$ cat src/rtl/hilo_pkg.sv
// hilo_pkg: shared definitions for the HI/LO issue/retire controller.
//   - hilo_state_t     : controller FSM states
//   - OP_MULT / OP_DIV : operation select encoding (matches mdControl)
//   - HILO_TIMEOUT_DEF : default WAIT-cycle budget before abandoning an op
//   - word_t           : 32-bit datapath word
package hilo_pkg;

  typedef enum logic [1:0] {
    ST_IDLE   = 2'd0,
    ST_LAUNCH = 2'd1,
    ST_WAIT   = 2'd2,
    ST_WB     = 2'd3
  } hilo_state_t;

  localparam logic OP_MULT = 1'b0;
  localparam logic OP_DIV  = 1'b1;

  localparam int HILO_TIMEOUT_DEF = 40;

  typedef logic [31:0] word_t;

endpackage

$ cat src/rtl/hilo_regs.sv
// hilo_regs: architectural HI/LO register pair.
// Ports:
//   clock, reset       : clock, asynchronous active-high reset (clears HI/LO)
//   i_hi_we, i_lo_we   : write enables for HI / LO
//   i_hi_wd, i_lo_wd   : write data for HI / LO
//   i_rd_hi            : read select, 1 = HI, 0 = LO
//   o_rd_word          : combinational read of the current (pre-write) value
// The read port shows the value held before any write on the same edge,
// so a read and a write to one register in one cycle returns the old value.
module hilo_regs
  import hilo_pkg::*;
(
  input  logic        clock,
  input  logic        reset,
  input  logic        i_hi_we,
  input  logic        i_lo_we,
  input  logic [31:0] i_hi_wd,
  input  logic [31:0] i_lo_wd,
  input  logic        i_rd_hi,
  output logic [31:0] o_rd_word
);

  word_t r_hi;
  word_t r_lo;

  // HI/LO storage with independent write enables
  always_ff @(posedge clock or posedge reset) begin
    if (reset) begin
      r_hi <= 32'h0000_0000;
      r_lo <= 32'h0000_0000;
    end else begin
      if (i_hi_we) begin
        r_hi <= i_hi_wd;
      end else begin
        r_hi <= r_hi;
      end
      if (i_lo_we) begin
        r_lo <= i_lo_wd;
      end else begin
        r_lo <= r_lo;
      end
    end
  end

  assign o_rd_word = i_rd_hi ? r_hi : r_lo;

endmodule

$ cat src/rtl/hilo_ctrl.sv
// hilo_ctrl: issue/retire controller for the HI/LO side of mult/div.
// Launches the iterative mult/div unit, stalls the CPU while it runs,
// retires hi_entrance/lo_entrance into HI/LO and serves mfhi/mflo/mthi/mtlo.
// Ports:
//   clock, reset            : clock, asynchronous active-high reset
//   op_start, op_sel        : mult/div request (sampled in IDLE), 0=mult 1=div
//   regB_out                : divisor, checked for zero when trap enabled
//   md_start, mdControl     : launch pulse and latched op select to the unit
//   md_done                 : unit completion pulse (honoured only in WAIT)
//   hi_entrance/lo_entrance : unit results
//   mfhi/mflo/mthi/mtlo     : HI/LO access strobes, wr_data for writes
//   rd_data, rd_valid       : registered read data and one-cycle qualifier
//   busy                    : stall request (LAUNCH, WAIT, WB)
//   md_timeout              : sticky timeout flag
//   div_zero                : sticky divide-by-zero flag
// Optional feature macro: HILO_DIV0_TRAP_EN (divide-by-zero trap in IDLE).
module hilo_ctrl
  import hilo_pkg::*;
#(
  parameter int TIMEOUT_CYCLES = HILO_TIMEOUT_DEF,
  parameter int CNT_W          = 6
) (
  input  logic        clock,
  input  logic        reset,
  input  logic        op_start,
  input  logic        op_sel,
  input  logic [31:0] regB_out,
  output logic        md_start,
  output logic        mdControl,
  input  logic        md_done,
  input  logic [31:0] hi_entrance,
  input  logic [31:0] lo_entrance,
  input  logic        mfhi,
  input  logic        mflo,
  input  logic        mthi,
  input  logic        mtlo,
  input  logic [31:0] wr_data,
  output logic [31:0] rd_data,
  output logic        rd_valid,
  output logic        busy,
  output logic        md_timeout,
  output logic        div_zero
);

  hilo_state_t      r_state;
  hilo_state_t      w_state_nxt;
  logic [CNT_W-1:0] r_cnt;
  logic [CNT_W-1:0] w_cnt_nxt;
  logic [CNT_W-1:0] w_cnt_inc;
  logic             r_md_start;
  logic             r_md_ctl;
  logic             r_busy;
  logic             r_timeout;
  logic             r_rd_valid;
  word_t            r_rd_data;
  logic             r_pend_v;
  logic             r_pend_hi;
  logic             w_idle;
  logic             w_accept;
  logic             w_div0_hit;
  logic             w_to_hit;
  logic             w_hi_we;
  logic             w_lo_we;
  word_t            w_hi_wd;
  word_t            w_lo_wd;
  logic             w_rd_hi;
  logic             w_rd_strobe;
  word_t            w_rd_word;

  assign w_idle      = (r_state == ST_IDLE);
  assign w_rd_strobe = mfhi | mflo;
  assign w_cnt_inc   = r_cnt + {{(CNT_W-1){1'b0}}, 1'b1};

`ifdef HILO_DIV0_TRAP_EN
  logic r_div_zero;

  assign w_div0_hit = w_idle && op_start && (op_sel == OP_DIV) && (regB_out == 32'h0000_0000);

  // Sticky divide-by-zero flag
  always_ff @(posedge clock or posedge reset) begin
    if (reset) begin
      r_div_zero <= 1'b0;
    end else begin
      r_div_zero <= r_div_zero | w_div0_hit;
    end
  end

  assign div_zero = r_div_zero;
`else
  logic w_unused_regb;

  assign w_div0_hit    = 1'b0;
  assign w_unused_regb = ^regB_out;
  assign div_zero      = 1'b0;
`endif

  assign w_accept = w_idle && op_start && !w_div0_hit;

  // Next-state, counter and HI/LO write selection
  always_comb begin
    w_state_nxt = r_state;
    w_cnt_nxt   = r_cnt;
    w_to_hit    = 1'b0;
    w_hi_we     = 1'b0;
    w_lo_we     = 1'b0;
    w_hi_wd     = wr_data;
    w_lo_wd     = wr_data;
    case (r_state)
      ST_IDLE: begin
        // CPU writes only land while idle; writes during busy are dropped
        w_hi_we = mthi;
        w_lo_we = mtlo;
        if (w_accept) begin
          w_state_nxt = ST_LAUNCH;
        end else begin
          w_state_nxt = ST_IDLE;
        end
      end
      ST_LAUNCH: begin
        w_cnt_nxt   = {CNT_W{1'b0}};
        w_state_nxt = ST_WAIT;
      end
      ST_WAIT: begin
        w_cnt_nxt = w_cnt_inc;
        // md_done wins over a timeout landing on the same edge
        if (md_done) begin
          w_hi_we     = 1'b1;
          w_lo_we     = 1'b1;
          w_hi_wd     = hi_entrance;
          w_lo_wd     = lo_entrance;
          w_state_nxt = ST_WB;
        end else if (w_cnt_inc == CNT_W'(TIMEOUT_CYCLES)) begin
          w_to_hit    = 1'b1;
          w_state_nxt = ST_IDLE;
        end else begin
          w_state_nxt = ST_WAIT;
        end
      end
      ST_WB: begin
        w_state_nxt = ST_IDLE;
      end
      default: begin
        w_state_nxt = ST_IDLE;
      end
    endcase
  end

  // FSM state, counter and registered control outputs
  always_ff @(posedge clock or posedge reset) begin
    if (reset) begin
      r_state    <= ST_IDLE;
      r_cnt      <= {CNT_W{1'b0}};
      r_md_start <= 1'b0;
      r_md_ctl   <= OP_MULT;
      r_busy     <= 1'b0;
      r_timeout  <= 1'b0;
    end else begin
      r_state    <= w_state_nxt;
      r_cnt      <= w_cnt_nxt;
      r_md_start <= w_accept;
      r_md_ctl   <= w_accept ? op_sel : r_md_ctl;
      r_busy     <= (w_state_nxt != ST_IDLE);
      r_timeout  <= r_timeout | w_to_hit;
    end
  end

  // A pending read takes the single read port ahead of a fresh strobe
  assign w_rd_hi = r_pend_v ? r_pend_hi : mfhi;

  // Read service: immediate in IDLE, deferred (one pending slot) while busy
  always_ff @(posedge clock or posedge reset) begin
    if (reset) begin
      r_rd_valid <= 1'b0;
      r_rd_data  <= 32'h0000_0000;
      r_pend_v   <= 1'b0;
      r_pend_hi  <= 1'b0;
    end else if (w_idle) begin
      if (r_pend_v) begin
        r_rd_valid <= 1'b1;
        r_rd_data  <= w_rd_word;
        // a strobe arriving while the pending read drains is queued behind it
        r_pend_v   <= w_rd_strobe;
        r_pend_hi  <= mfhi;
      end else if (w_rd_strobe) begin
        r_rd_valid <= 1'b1;
        r_rd_data  <= w_rd_word;
      end else begin
        r_rd_valid <= 1'b0;
      end
    end else begin
      r_rd_valid <= 1'b0;
      if (w_rd_strobe) begin
        r_pend_v  <= 1'b1;
        r_pend_hi <= mfhi;
      end else begin
        r_pend_v  <= r_pend_v;
      end
    end
  end

  hilo_regs u_regs (
    .clock     (clock),
    .reset     (reset),
    .i_hi_we   (w_hi_we),
    .i_lo_we   (w_lo_we),
    .i_hi_wd   (w_hi_wd),
    .i_lo_wd   (w_lo_wd),
    .i_rd_hi   (w_rd_hi),
    .o_rd_word (w_rd_word)
  );

  assign md_start   = r_md_start;
  assign mdControl  = r_md_ctl;
  assign busy       = r_busy;
  assign md_timeout = r_timeout;
  assign rd_data    = r_rd_data;
  assign rd_valid   = r_rd_valid;

endmodule

$ cat config.mk
export PLATFORM = sky130hd
export DESIGN_NAME = hilo_ctrl
export DESIGN_NICKNAME = d
export VERILOG_FILES = /design/src/rtl/hilo_pkg.sv /design/src/rtl/hilo_regs.sv /design/src/rtl/hilo_ctrl.sv
export SDC_FILE = /design/constraint.sdc
export NUM_CORES = 1
export LEC_CHECK = 0
export CAP_MARGIN = 0
export CORE_MARGIN = 3
export CORE_UTILIZATION = 25
export CTS_CLUSTER_DIAMETER = 80
export DETAILED_ROUTE_END_ITERATION = 16
export SYNTH_ARGS = -nofsm -noshare
export SYNTH_HDL_FRONTEND = slang
export SYNTH_SLANG_ARGS = --single-unit
$ cat constraint.sdc
create_clock -name clock -period 6 [get_ports clock]
set_input_delay 0.6 -clock clock [delete_from_list [all_inputs] [get_ports clock]]
set_output_delay 0.6 -clock clock [all_outputs]
set_load 0.01 [all_outputs]
Yosys cells after proc, flatten, opt, wreduce, memory -nomap -nowiden
Cells that the tools add are included.
Widths: inputs -> output; s select.
- input bits: 137
- register bits: 111
- word-level logic and storage cells: 56
- reduce and logical (&&, ||, !) cells: 8
- $add $sub $neg: 1
- eq/ne operators: 5
- bitwise logic cells: 2
- muxes and demuxes: 28
- operator list (operator ; number):
    $mux 32 ; 7
    $mux 1 ; 15
    $pmux 6 s2 ; 1
    $pmux 2 s4 ; 1
    $reduce_bool 2->1 ; 4
    $add 6x1->6 const B ; 1
    $eq 6x6->1 const B ; 1
    $eq 2x2->1 const B ; 2
    $mux 2 ; 2
    $pmux 1 s2 ; 2
    $reduce_and 2->1 ; 2
    $eq 2x1->1 const B ; 1
    $logic_not 2->1 ; 1
    $ne 2x2->1 const B ; 1
    $or 1x1->1 ; 2
    $logic_and 1x1->1 ; 1

Logic depth before layout (Yosys ltp)
Gate-level depths: netlist of run 1.
- depth in word-level cells: 6
- gate-level depth with buffers: 9
- depth with buffers taken out: 6

Modules after synthesis
Synthesis of run 1 repeated with hierarchy kept, for this count alone.
- cell total of the unflattened synthesis: 563
- area, all modules: 5896.9 um2
- modules (own cells, without submodules) (module ; times used ; seq. area each (um2) ; cells each ; area an instance (um2)):
    hilo_regs ; 1 ; 1601.5 ; 173 ; 3238.1
    hilo_ctrl ; 1 ; 1176.1 ; 390 ; 2658.8

Least setup slack after synthesis of run 1
No wires, ideal clock.
- kind: register -> register
- start: reg r_cnt[0]
- end: reg r_state[1]
- cell stages (with the launch flop): 5
- setup time: 131 ps
- path slack: 4367 ps
- data required time: 5869 ps
- arrival: 1501 ps
- buffers on the path: 0
- clock period less this slack: 1633 ps
- cells stage by stage: dfrtp_1 -> ha_1 -> or4_4 -> a311oi_2 -> o21ai_0
- longest elaborated chain between the ends: 5
- ends and longest elaborated chain (element ; RTL line ; source):
    start, declared ; hilo_ctrl.sv:47 ; logic [CNT_W-1:0] r_cnt;
    start signal, assigned ; hilo_ctrl.sv:152 ; r_cnt <= {CNT_W{1'b0}};
    start signal, assigned ; hilo_ctrl.sv:159 ; r_cnt <= w_cnt_nxt;
    $add 6x1->6 ; hilo_ctrl.sv:72 ; assign w_cnt_inc = r_cnt + {{(CNT_W-1){1'b0}}, 1'b1};
    $eq 6x6->1 ; hilo_ctrl.sv:132 ; end else if (w_cnt_inc == CNT_W'(TIMEOUT_CYCLES)) begin
    $mux 2 ; hilo_ctrl.sv:132 ;
    $mux 2 ; hilo_ctrl.sv:126 ; if (md_done) begin
    $pmux 2 s4 ; hilo_ctrl.sv:108 ; case (r_state)
    via w_state_nxt[1] ; hilo_ctrl.sv:46 ; hilo_state_t w_state_nxt;
    end signal, assigned ; hilo_ctrl.sv:158 ; r_state <= w_state_nxt;
    end, declared ; hilo_ctrl.sv:45 ; hilo_state_t r_state;
The timed path passes the listed nets, and every way through them passes these cells.
A chain may end at the register's enable or synchronous reset.

Final worst setup path of run 1
- start: reg r_state[0]
- end: reg u_regs.r_lo[3]
- longest elaborated chain between the ends: 2
- elaborated cells between the ends (all ways): 4
- classes of those cells: 1 x eq/ne; 2 x mux; 1 x reduce/logical
- ends and longest elaborated chain (element ; RTL line ; source):
    $eq 2x2->1 or $logic_not 2->1 (tied branches) ; hilo_ctrl.sv:108 ;
    $pmux 1 s2 or $mux 32 (tied branches) ; hilo_ctrl.sv:108 ;
    end signal, assigned ; hilo_regs.sv:38 ; r_lo <= i_lo_wd;
    end signal, assigned ; hilo_regs.sv:40 ; r_lo <= r_lo;
    end, declared ; hilo_regs.sv:24 ; word_t r_lo;
Parallel ways exist; a longest one is shown, timed or not.

==> metrics.md, run 1 <==
| Metric | Value |
|---|---|
| Yosys cell types | `36` |
| Via density | `4.369` |
| H-tree depth | `3` |
| I/O pin total | `175` |
| # clock sinks | `around 110` |
| Grt peak-use layer | `met2` |
| Drt drc | `0` |
| Critical path's top delay family | `buffers and inverters` |
| Critical path, cell by cell | `inv_1, ha_1, and2_2, buf_4, a21oi_4, buf_4, o21ai_0` |
| Critical path's largest stage delay | `0.62 ns` |
| Chip Width | `150.5 um` |
| Final hold viol count | `0` |
| Worst Path Required | `6.22 ns` |
| Final WL | `between 10000 and 15000 um` |
| Hold Slack | `roughly 0.47 ns` |
| Antenna fix cells | `0` |
| # setup viols final | `0` |
| Worst Path Arrival | `2.91 ns` |
| Share of the synthesized area in the top cell type | `53.24%` |
| Starting Density | `25.62%` |
| Cell mode on critical path | `buf_4` |
| Avg Cell Area, Syn | `approximately 10 sq um` |
| Leakage | `roughly 3.1 nW` |
| Buf+Inv Stages, Crit Path | `3` |
| GR Util met2 | `20.63%` |
| Largest net degree at the start of global routing | `57` |
| Layout cells sized above 1 | `5.246%` |
| Slowest CP cell | `a21oi_4` |
| Core ar. | `0.02036 sq mm` |
| Clk_lat worst skew | `0.35 ns` |
| Post-Syn Nets | `641` |
| Worst Setup Start Kind | `register` |
| Commonest cells post-synth | `dfrtp_1, mux2i_1, nand2_1` |
| Sequential-to-total area share from yosys stat | `53.24%` |
| Routability cong. | `0.7156` |
| P&R area growth vs syn | `36.43%` |
| Mapped cell area | `0.005218 sq mm` |
| Die Y | `150.5 um` |
| Worst hold path type | `reg2reg` |
| Clock skew | `0.007609 ns` |
| Top FF cell, synth | `dfrtp_1` |
| Period utilization | `roughly 45%` |
| Setup bufs post-CTS | `0` |
| Dpl hpwl | `~9000 um` |
| Post-layout net count | `766` |
| Vias in the first global route | `3916` |
| Num CTS Buffers | `9` |
| Number of synthesized flops with an enable pin | `0` |
| Power, Total | `3.239 mW` |
| Top post-synthesis cells by area | `dfrtp_1, mux2i_1, o21ai_0` |
| Pwr/cell area | `455.0 mW/mm^2` |
| Initial antenna violation count | `0` |
| Met3 GRT Util | `3.131%` |
| Fmax | `roughly 370 MHz` |
| Drt initial violations | `80` |
| GRT Util Overall | `approximately 12%` |
| Hold_buf cts | `0` |
| Post-synth ARST share | `between 90% and 100%` |
| Crit path capture type | `register` |
| Root Buffer | `clkbuf_16` |
| # rows | `52` |
| Mapped Cells | `between 400 and 500` |
| CTS max path bufs | `2` |
| I/O Buffers | `141` |
| RSZ-0062 raised after global routing | `no` |
| Storage cell area | `0.002778 sq mm` |
| Setup Total Neg Slack | `0 ns` |
| Count leader, synth | `dfrtp_1` |
| Grt ovf | `0` |
| Gates resized, CTS repair | `0` |
| Yosys warnings | `0` |
| Least-Margin Pin Slew | `~0.9 ns` |
| Post-DRT Antenna Nets | `0` |
| Final core utilization | `a little over a third` |
| Met1 Use GR | `14.86%` |
| Clock input transition at the sequential cells of the worst setup and hold paths | `0.07 ns` |
| Drt pass-1 iters | `4` |
| Rel. slew slack | `39.18%` |
| WL/cell | `14.80 um` |
| CP Class | `reg2reg` |
| Minimum clock period | `2.692 ns` |
| DP Cell Count | `883` |
| CTS tree | `built` |
| CP Max Fanout | `38` |
| Area of the multi-input gates | `roughly 0.0022 sq mm` |
| Max IR drop VDD | `0.2000 mV` |
| Yosys top cell by area | `dfrtp_1` |
| First-pass GRT wire length | `~21000 um` |
| Die area | `0.02264 sq mm` |
| Maximum Capacitance Violations | `0` |
| Post-synthesis register bit count | `111` |
| Fin cells | `899` |
| Final Slew Violations | `0` |
| Outcome | `finished clean` |
| Via Count | `3928` |
| # fillers | `2081` |
[power breakdown]
group / switching, mW / internal, mW
clock network: 0.281 / 0.306
logic: 0.689 / 0.662
registers: 0.192 / 1.11
[routing by layer]
| layer | share of wire (%) | vias to the layer above | routed length, um |
|---|---|---|---|
| met5 | 0 | - | 0 |
| met4 | 1.4 | 0 | 189 |
| met3 | 5.5 | 10 | 731 |
| met2 | 47 | 87 | 6307 |
| met1 | 46 | 1863 | 6075 |
| li1 | - | 1968 | - |
[through the flow]
stage,area (sq um),worst slack [ns]
6_report,7118,3.308
5_1_grt,7118,3.025
4_1_cts,7118,3.230
3_5_place_dp,6832,2.876
3_3_place_gp,6832,2.912
2_1_floorplan,5218,2.469
[worst reg2reg max path: cells and delay by family, from the launching register on]
| kind | cells | cell delay (ns) |
|---|---|---|
| flops | 1 | 0.34 |
| fa+ha+maj | 1 | 0.31 |
| buf+inv | 3 | 0.86 |
| simple gates | 1 | 0.23 |
| compound gates | 2 | 0.81 |
[cell type report]
type,count,area share (%)
inverter,10,0.5625
sequential,111,39.02
timing repair buffer,148,20.57
clock inverter,4,0.4219
clock buffer,12,3.603
multi-input combinational,344,31.08
tap,270,4.746
[state kept, by name, summed over array words and instances (netlist names)]
name         count
rd_valid         1
busy             1
rd_data         32
u_regs.r_hi     32
r_cnt            6
u_regs.r_lo     32
r_pend_v         1
mdControl        1
md_timeout       1
r_state          2
md_start         1
r_pend_hi        1
[path summary, 6_finish.rpt]
| path | start | slack, ns | endpoint | depth (start not counted) |
|---|---|---|---|---|
| max | r_state[0]$_DFF_PP0_ | 3.31 | u_regs.r_lo[3]$_DFFE_PP0P_ | 7 |
| min | md_timeout$_DFF_PP0_ | 0.47 | md_timeout$_DFF_PP0_ | 1 |
| max reg2reg | r_state[0]$_DFF_PP0_ | 3.31 | u_regs.r_lo[3]$_DFFE_PP0P_ | 7 |
| min reg2reg | md_timeout$_DFF_PP0_ | 0.47 | md_timeout$_DFF_PP0_ | 1 |
| max in group asynchronous | reset | 4.07 | u_regs.r_lo[25]$_DFFE_PP0P_ | 3 |
| min in group asynchronous | reset | 0.71 | u_regs.r_hi[25]$_DFFE_PP0P_ | 2 |
[placed cells by master, fill, tap and decap left out, drive strengths merged, types with 2 or more instances in the layout]
cell,instances
nand4,2
ha,5
nand3,3
o21ai,72
a21oi,37
clkdlybuf4s50,141
clkbuf,12
buf,7
mux2i,99
dfrtp,111
nor2,34
clkinv,3
and2,3
nand2,71
nand3b,2
nand2b,2
o22ai,2
inv,10
[cell families (layout without fill, tap and decap cells)]
family | Yosys count | count (layout) | synth area share, %
other | 1 | 1 | 0.07187
flip-flops | 111 | 111 | 53.24
AND/OR/NAND/NOR | 123 | 123 | 9.832
multiplexers | 100 | 100 | 19.45
buffers and inverters | 44 | 174 | 4.532
AO/OA/AOI/OAI | 115 | 115 | 11.68
adder cells (fa/ha/maj) | 5 | 5 | 1.199
Note: power is estimated with default switching activity, not from simulation.
==> inputs of run 2 (changes only) <==
Clock period 6 ns to 2.4 ns, I/O delays scaled along.
==> run 2 against run 1 <==
- die area unchanged
- sequential power up 150%
- count of clock-buffer cells in the layout down 2
==> metrics.md, run 2 (synthesized netlist as in run 1, its figures left out) <==
| Metric | Value |
|---|---|
| Clock skew | `0.008442 ns (+0.0008324 ns)` |
| Vias in the first global route | `3925 (+0.23%)` |
| Chip Width | `150.5 um (unchanged)` |
| Via density | `4.266 (-2.4%)` |
| Minimum clock period | `1.767 ns (-0.9250 ns)` |
| H-tree depth | `3 (unchanged)` |
| Least-Margin Pin Slew | `0.6047 ns (-0.2886 ns)` |
| Num CTS Buffers | `9 (unchanged)` |
| Worst Path Required | `2.62 ns (-3.60 ns)` |
| CTS tree | `built` |
| Post-DRT Antenna Nets | `0 (unchanged)` |
| Hold_buf cts | `0 (unchanged)` |
| Max IR drop VDD | `0.4656 mV (+130%)` |
| Worst Path Arrival | `1.99 ns (-0.92 ns)` |
| Die area | `0.02264 sq mm (unchanged)` |
| Dpl hpwl | `9070 um (+0.38%)` |
| CP Max Fanout | `24 (-37%)` |
| Period utilization | `73.64% (+29 points)` |
| Post-layout net count | `773 (+0.91%)` |
| GRT Util Overall | `11.83% (-0.18 points)` |
| P&R area growth vs syn | `39.23%` |
| Final Slew Violations | `0 (unchanged)` |
| Clk pwr share | `19.6% (+1.5 points)` |
| Clock input transition at the sequential cells of the worst setup and hold paths | `0.07 ns (about the same)` |
| Crit path capture type | `register` |
| Grt ovf | `0 (unchanged)` |
| Via Count | `3865 (-1.6%)` |
| Pwr/cell area | `1158 mW/mm^2 (+150%)` |
| Setup bufs post-CTS | `0 (unchanged)` |
| Maximum Capacitance Violations | `0 (unchanged)` |
| Worst Setup Start Kind | `register` |
| Commonest non-fill, non-tap cell in the layout | `clkdlybuf4s50_1` |
| First-pass GRT wire length | `20760 um (-0.63%)` |
| Layout cells sized above 1 | `6.447% (+1.2 points)` |
| Drt pass-1 iters | `4 (unchanged)` |
| Final core utilization | `35.67% (+0.72 points)` |
| Reg power frac | `38.5% (-1.6 points)` |
| Clk_lat worst skew | `0.35 ns (about the same)` |
| Antenna fix cells | `0 (unchanged)` |
| Largest net degree at the start of global routing | `112 (+96%)` |
| RSZ-0062 raised after global routing | `no` |
| # setup viols final | `0 (unchanged)` |
| Root Buffer | `clkbuf_16` |
| Drt drc | `0 (unchanged)` |
| Core ar. | `0.02036 sq mm (unchanged)` |
| Fmax | `565.8 MHz (+52%)` |
| Drt initial violations | `153 (+91%)` |
| WL/cell | `14.47 um (-2.2%)` |
| Combinational Power Share | `41.8% (about the same)` |
| Pint | `5.490 mW (+160%)` |
| CTS max path bufs | `2 (unchanged)` |
| Outcome | `finished clean` |
| Worst hold path type | `in2async` |
| Routability cong. | `0.7028 (-1.8%)` |
| Final WL | `13110 um (-1.5%)` |
| # fillers | `2089 (+0.38%)` |
| Die Y | `150.5 um (unchanged)` |
| Most frequent cells in the layout | `clkdlybuf4s50_1, dfrtp_1, mux2i_1` |
| Gates resized, CTS repair | `0 (unchanged)` |
| I/O Buffers | `141 (unchanged)` |
| # rows | `52 (unchanged)` |
| CP Class | `reg2reg` |
| Net Sw Power | `2.923 mW (+150%)` |
| # clock sinks | `111 (unchanged)` |
| Final hold viol count | `0 (unchanged)` |
| Leakage | `3.141 nW (+2.2%)` |
| I/O pin total | `175 (unchanged)` |
| Sw Share | `34.74% (-1.1 points)` |
| Rel. slew slack | `59.69% (+21 points)` |
| Initial antenna violation count | `0 (unchanged)` |
| Starting Density | `25.62% (unchanged)` |
| Setup Total Neg Slack | `0 ns (unchanged)` |
[run 2: cell types whose count changed in the layout (fill, tap and decap cells not counted), sizes merged]
cell,previous run,this run
clkinvlp,1,2
bufinv,0,2
clkbuf,12,10
buf,7,14
inv,10,11
clkinv,3,1
[run 2: worst max-delay path, cell delays in order (launching register included)]
cell and delay [ns]:
dfrtp_1 0.35, inv_1 0.08, ha_1 0.32, nand2_2 0.12, buf_4 0.43, mux2i_1 0.25
a21oi_1 0.08
[run 2: metrics by stage]
step | hold slack [ns] | instance area, sq um | power, mW | cells | setup slack (ns)
after CTS | 0.4364 | 7264 | 8.611 | 906 | 0.5889
after detailed placement | 0.4599 | 6935 | 6.912 | 890 | 0.4671
final | 0.4127 | 7264 | 8.413 | 906 | 0.6325
after global placement | 0.4461 | 6935 | 6.825 | 890 | 0.5076
after floorplan | 0.3668 | 5221 | 5.427 | 499 | 0.7670
after global routing | 0.4537 | 7264 | 9.128 | 906 | 0.4468
[run 2: metal layers]
layer	routed length, um	global-route usage, %	vias up
met5	0	0	-
met4	165	3.431	0
met3	782	3.311	9
met2	6264	19.96	86
met1	5895	14.80	1791
li1	-	-	1979
[run 2: power groups by stage]
stage | logic [mW] | registers, mW | clock network, mW
finish | 3.52 | 3.24 | 1.65
global route | 3.95 | 3.38 | 1.80
CTS | 3.62 | 3.26 | 1.73
detailed placement | 3.62 | 3.29 | 0
global placement | 3.57 | 3.26 | 0
floorplan | 2.10 | 3.32 | 0
[run 2: worst paths after layout]
check                                startpoint                     endpoint  slack (ns)  cells after the start
setup / recovery           r_state[0]$_DFF_PP0_   u_regs.r_hi[7]$_DFFE_PP0P_        0.63                      6
hold / removal                            reset           rd_valid$_DFF_PP0_        0.41                      3
setup reg to reg           r_state[0]$_DFF_PP0_   u_regs.r_hi[7]$_DFFE_PP0P_        0.63                      6
hold reg to reg            md_timeout$_DFF_PP0_         md_timeout$_DFF_PP0_        0.47                      1
max in group asynchronous                 reset  u_regs.r_lo[16]$_DFFE_PP0P_        1.54                      3
min in group clock              hi_entrance[22]  u_regs.r_hi[22]$_DFFE_PP0P_        0.46                      3
[run 2: area by class of cell]
cell class | count | area (sq um) | area share (%)
repair buffers | 155 | 1567 | 21.56
clock buffers | 10 | 239.0 | 3.290
inverters | 10 | 41.29 | 0.5684
multi-input cells | 344 | 2212 | 30.45
well taps | 270 | 337.8 | 4.650
clock inverters | 6 | 90.09 | 1.240
flip-flops and latches | 111 | 2778 | 38.24
==> inputs of run 3 (changes only) <==
Clock period 2.4 ns to 1.4 ns, I/O delays scaled along.
==> run 3 against run 2 <==
- the flow now finishes with violations (negative setup slack)
- critical path type unchanged
- register-to-register slack worse by 0.78 ns
- utilization increased by 6.9 points
- final cell count grew 7.2%
==> metrics.md, run 3 (synthesized netlist as in run 1, its figures left out) <==
| Metric | Value |
|---|---|
| P&R area growth vs syn | `66.07%` |
| CP Class | `reg2reg` |
| CP Max Fanout | `4 (-83%)` |
| Die area | `0.02264 sq mm (unchanged)` |
| Via density | `4.450 (+4.3%)` |
| Final hold viol count | `0 (unchanged)` |
| # setup viols final | `102 (+102)` |
| Starting Density | `25.62% (unchanged)` |
| I/O pin total | `175 (unchanged)` |
| Critical path's largest stage delay | `0.39 ns (-0.04 ns)` |
| Max IR drop VDD | `0.7866 mV (+69%)` |
| Dpl ws | `-0.2129 ns (-0.6801 ns)` |
| Power, Total | `18.15 mW (+120%)` |
| Final Slew Violations | `0 (unchanged)` |
| CTS max path bufs | `2 (unchanged)` |
| Fin area | `0.008665 sq mm (+19%)` |
| Fin cells | `971 (+7.2%)` |
| # clock sinks | `111 (unchanged)` |
| Drt initial violations | `113 (-26%)` |
| WL/cell | `18.21 um (+26%)` |
| Hold Slack | `0.03414 ns (-0.3786 ns)` |
| DP Cell Count | `913 (+2.6%)` |
| Vias in the first global route | `4239 (+8.0%)` |
| Clock skew | `0.01165 ns (+0.003206 ns)` |
| Clock input transition at the sequential cells of the worst setup and hold paths | `0.07 ns (about the same)` |
| Routability cong. | `0.7123 (+1.4%)` |
| Layout cells sized above 1 | `22.97% (+17 points)` |
| First-pass GRT wire length | `23370 um (+13%)` |
| Slowest CP cell | `dfrtp_1` |
| Failing checks | `negative setup slack` |
| Critical path, cell by cell | `inv_2, ha_4, and2_4, buf_12, clkbuf_16, mux2i_4, o21ai_2` |
| Root Buffer | `clkbuf_16` |
| Post-DRT Antenna Nets | `0 (unchanged)` |
| GRT Util Overall | `13.55% (+1.7 points)` |
| Worst Path Arrival | `1.79 ns (-0.20 ns)` |
| Die Y | `150.5 um (unchanged)` |
| Worst Setup Start Kind | `register` |
| # rows | `52 (unchanged)` |
| Drt pass-1 iters | `4 (unchanged)` |
| # fillers | `1948 (-6.7%)` |
| Via Count | `4321 (+12%)` |
| Num CTS Buffers | `9 (unchanged)` |
| FF-to-FF path depth | `7 (+1)` |
| Worst setup margin | `-0.1484 ns (-0.7809 ns)` |
| R2R Setup Slk | `-0.15 ns (-0.78 ns)` |
| Crit path capture type | `register` |
| Core ar. | `0.02036 sq mm (unchanged)` |
| RSZ-0062 raised after global routing | `yes` |
| Dpl hpwl | `9678 um (+6.7%)` |
| Outcome | `complete, but fails checks` |
| Initial antenna violation count | `0 (unchanged)` |
| I/O Buffers | `141 (unchanged)` |
| Clk_lat worst skew | `0.36 ns (about the same)` |
| Minimum clock period | `1.548 ns (-0.2191 ns)` |
| Worst Path Required | `1.64 ns (-0.98 ns)` |
| Setup Total Neg Slack | `-8.812 ns (-8.812 ns)` |
| Chip Width | `150.5 um (unchanged)` |
| Commonest non-fill, non-tap cell in the layout | `dfrtp_1` |
| Period utilization | `110.6% (+37 points)` |
| Largest net degree at the start of global routing | `58 (-48%)` |
| Cell Area, Placed | `0.007229 sq mm (+4.2%)` |
| Leakage | `3.890 nW (+24%)` |
| Final WL | `17690 um (+35%)` |
| H-tree depth | `3 (unchanged)` |
| Grt ovf | `0 (unchanged)` |
| Worst hold path type | `in2async` |
| Maximum Capacitance Violations | `0 (unchanged)` |
| Fmax | `645.8 MHz (+14%)` |
| Post-layout net count | `839 (+8.5%)` |
| Most frequent cells in the layout | `dfrtp_1, clkdlybuf4s50_1, mux2i_1` |
| CTS tree | `built` |
| Antenna fix cells | `0 (unchanged)` |
| Final core utilization | `42.55% (+6.9 points)` |
| Drt drc | `0 (unchanged)` |
| Pwr/cell area | `2095 mW/mm^2 (+81%)` |
run 3: final timing paths:
path                                                to                  from
setup / recovery            u_regs.r_lo[4]$_DFFE_PP0P_  r_state[0]$_DFF_PP0_
hold / removal                      rd_valid$_DFF_PP0_                 reset
setup reg to reg            u_regs.r_lo[4]$_DFFE_PP0P_  r_state[0]$_DFF_PP0_
hold reg to reg                   md_timeout$_DFF_PP0_  md_timeout$_DFF_PP0_
max in group asynchronous      rd_data[24]$_DFFE_PP0P_                 reset
min in group clock         u_regs.r_hi[30]$_DFFE_PP0P_       hi_entrance[30]
run 3: cell type report:
type | instances | area [sq um] | share of cell area [%]
tap | 270 | 337.8 | 3.899
timing repair buffer | 220 | 2651 | 30.60
inverter | 10 | 41.29 | 0.4765
clock buffer | 12 | 256.5 | 2.960
sequential | 111 | 2778 | 32.06
multi-input combinational | 345 | 2557 | 29.52
clock inverter | 3 | 42.54 | 0.4910
run 3: routing by layer:
metal	vias up	share of wire [%]	global-route usage, %
met3	13	5.2	3.101
met2	109	49	22.25
li1	2117	-	-
met4	0	0.88	3.156
met1	2082	45	18.23
met5	-	0	0
run 3: power breakdown:
group          leakage [nW]  switching [mW]  internal [mW]
Sequential             1.34           0.921           4.75
Combinational          2.40            4.46           5.37
Clock                 0.145            1.18           1.48
Total                  3.89            6.56           11.6
run 3: critical path, delay by kind of cell, from the launching register on:
| family | cells | cell delay, ns |
|---|---|---|
| AO/OA/AOI/OAI | 1 | 0.07 |
| multiplexers | 1 | 0.24 |
| AND/OR/NAND/NOR | 1 | 0.19 |
| flip-flops | 1 | 0.39 |
| adder cells (fa/ha/maj) | 1 | 0.14 |
| buffers and inverters | 3 | 0.41 |
run 3: what timing repair did:
item	4_1_cts	5_1_grt
hold buffers	0	0
cloned	8	19
setup endpoints to repair	139	109
pin swaps	18	39
setup buffers	14	7
resized for setup	88	87
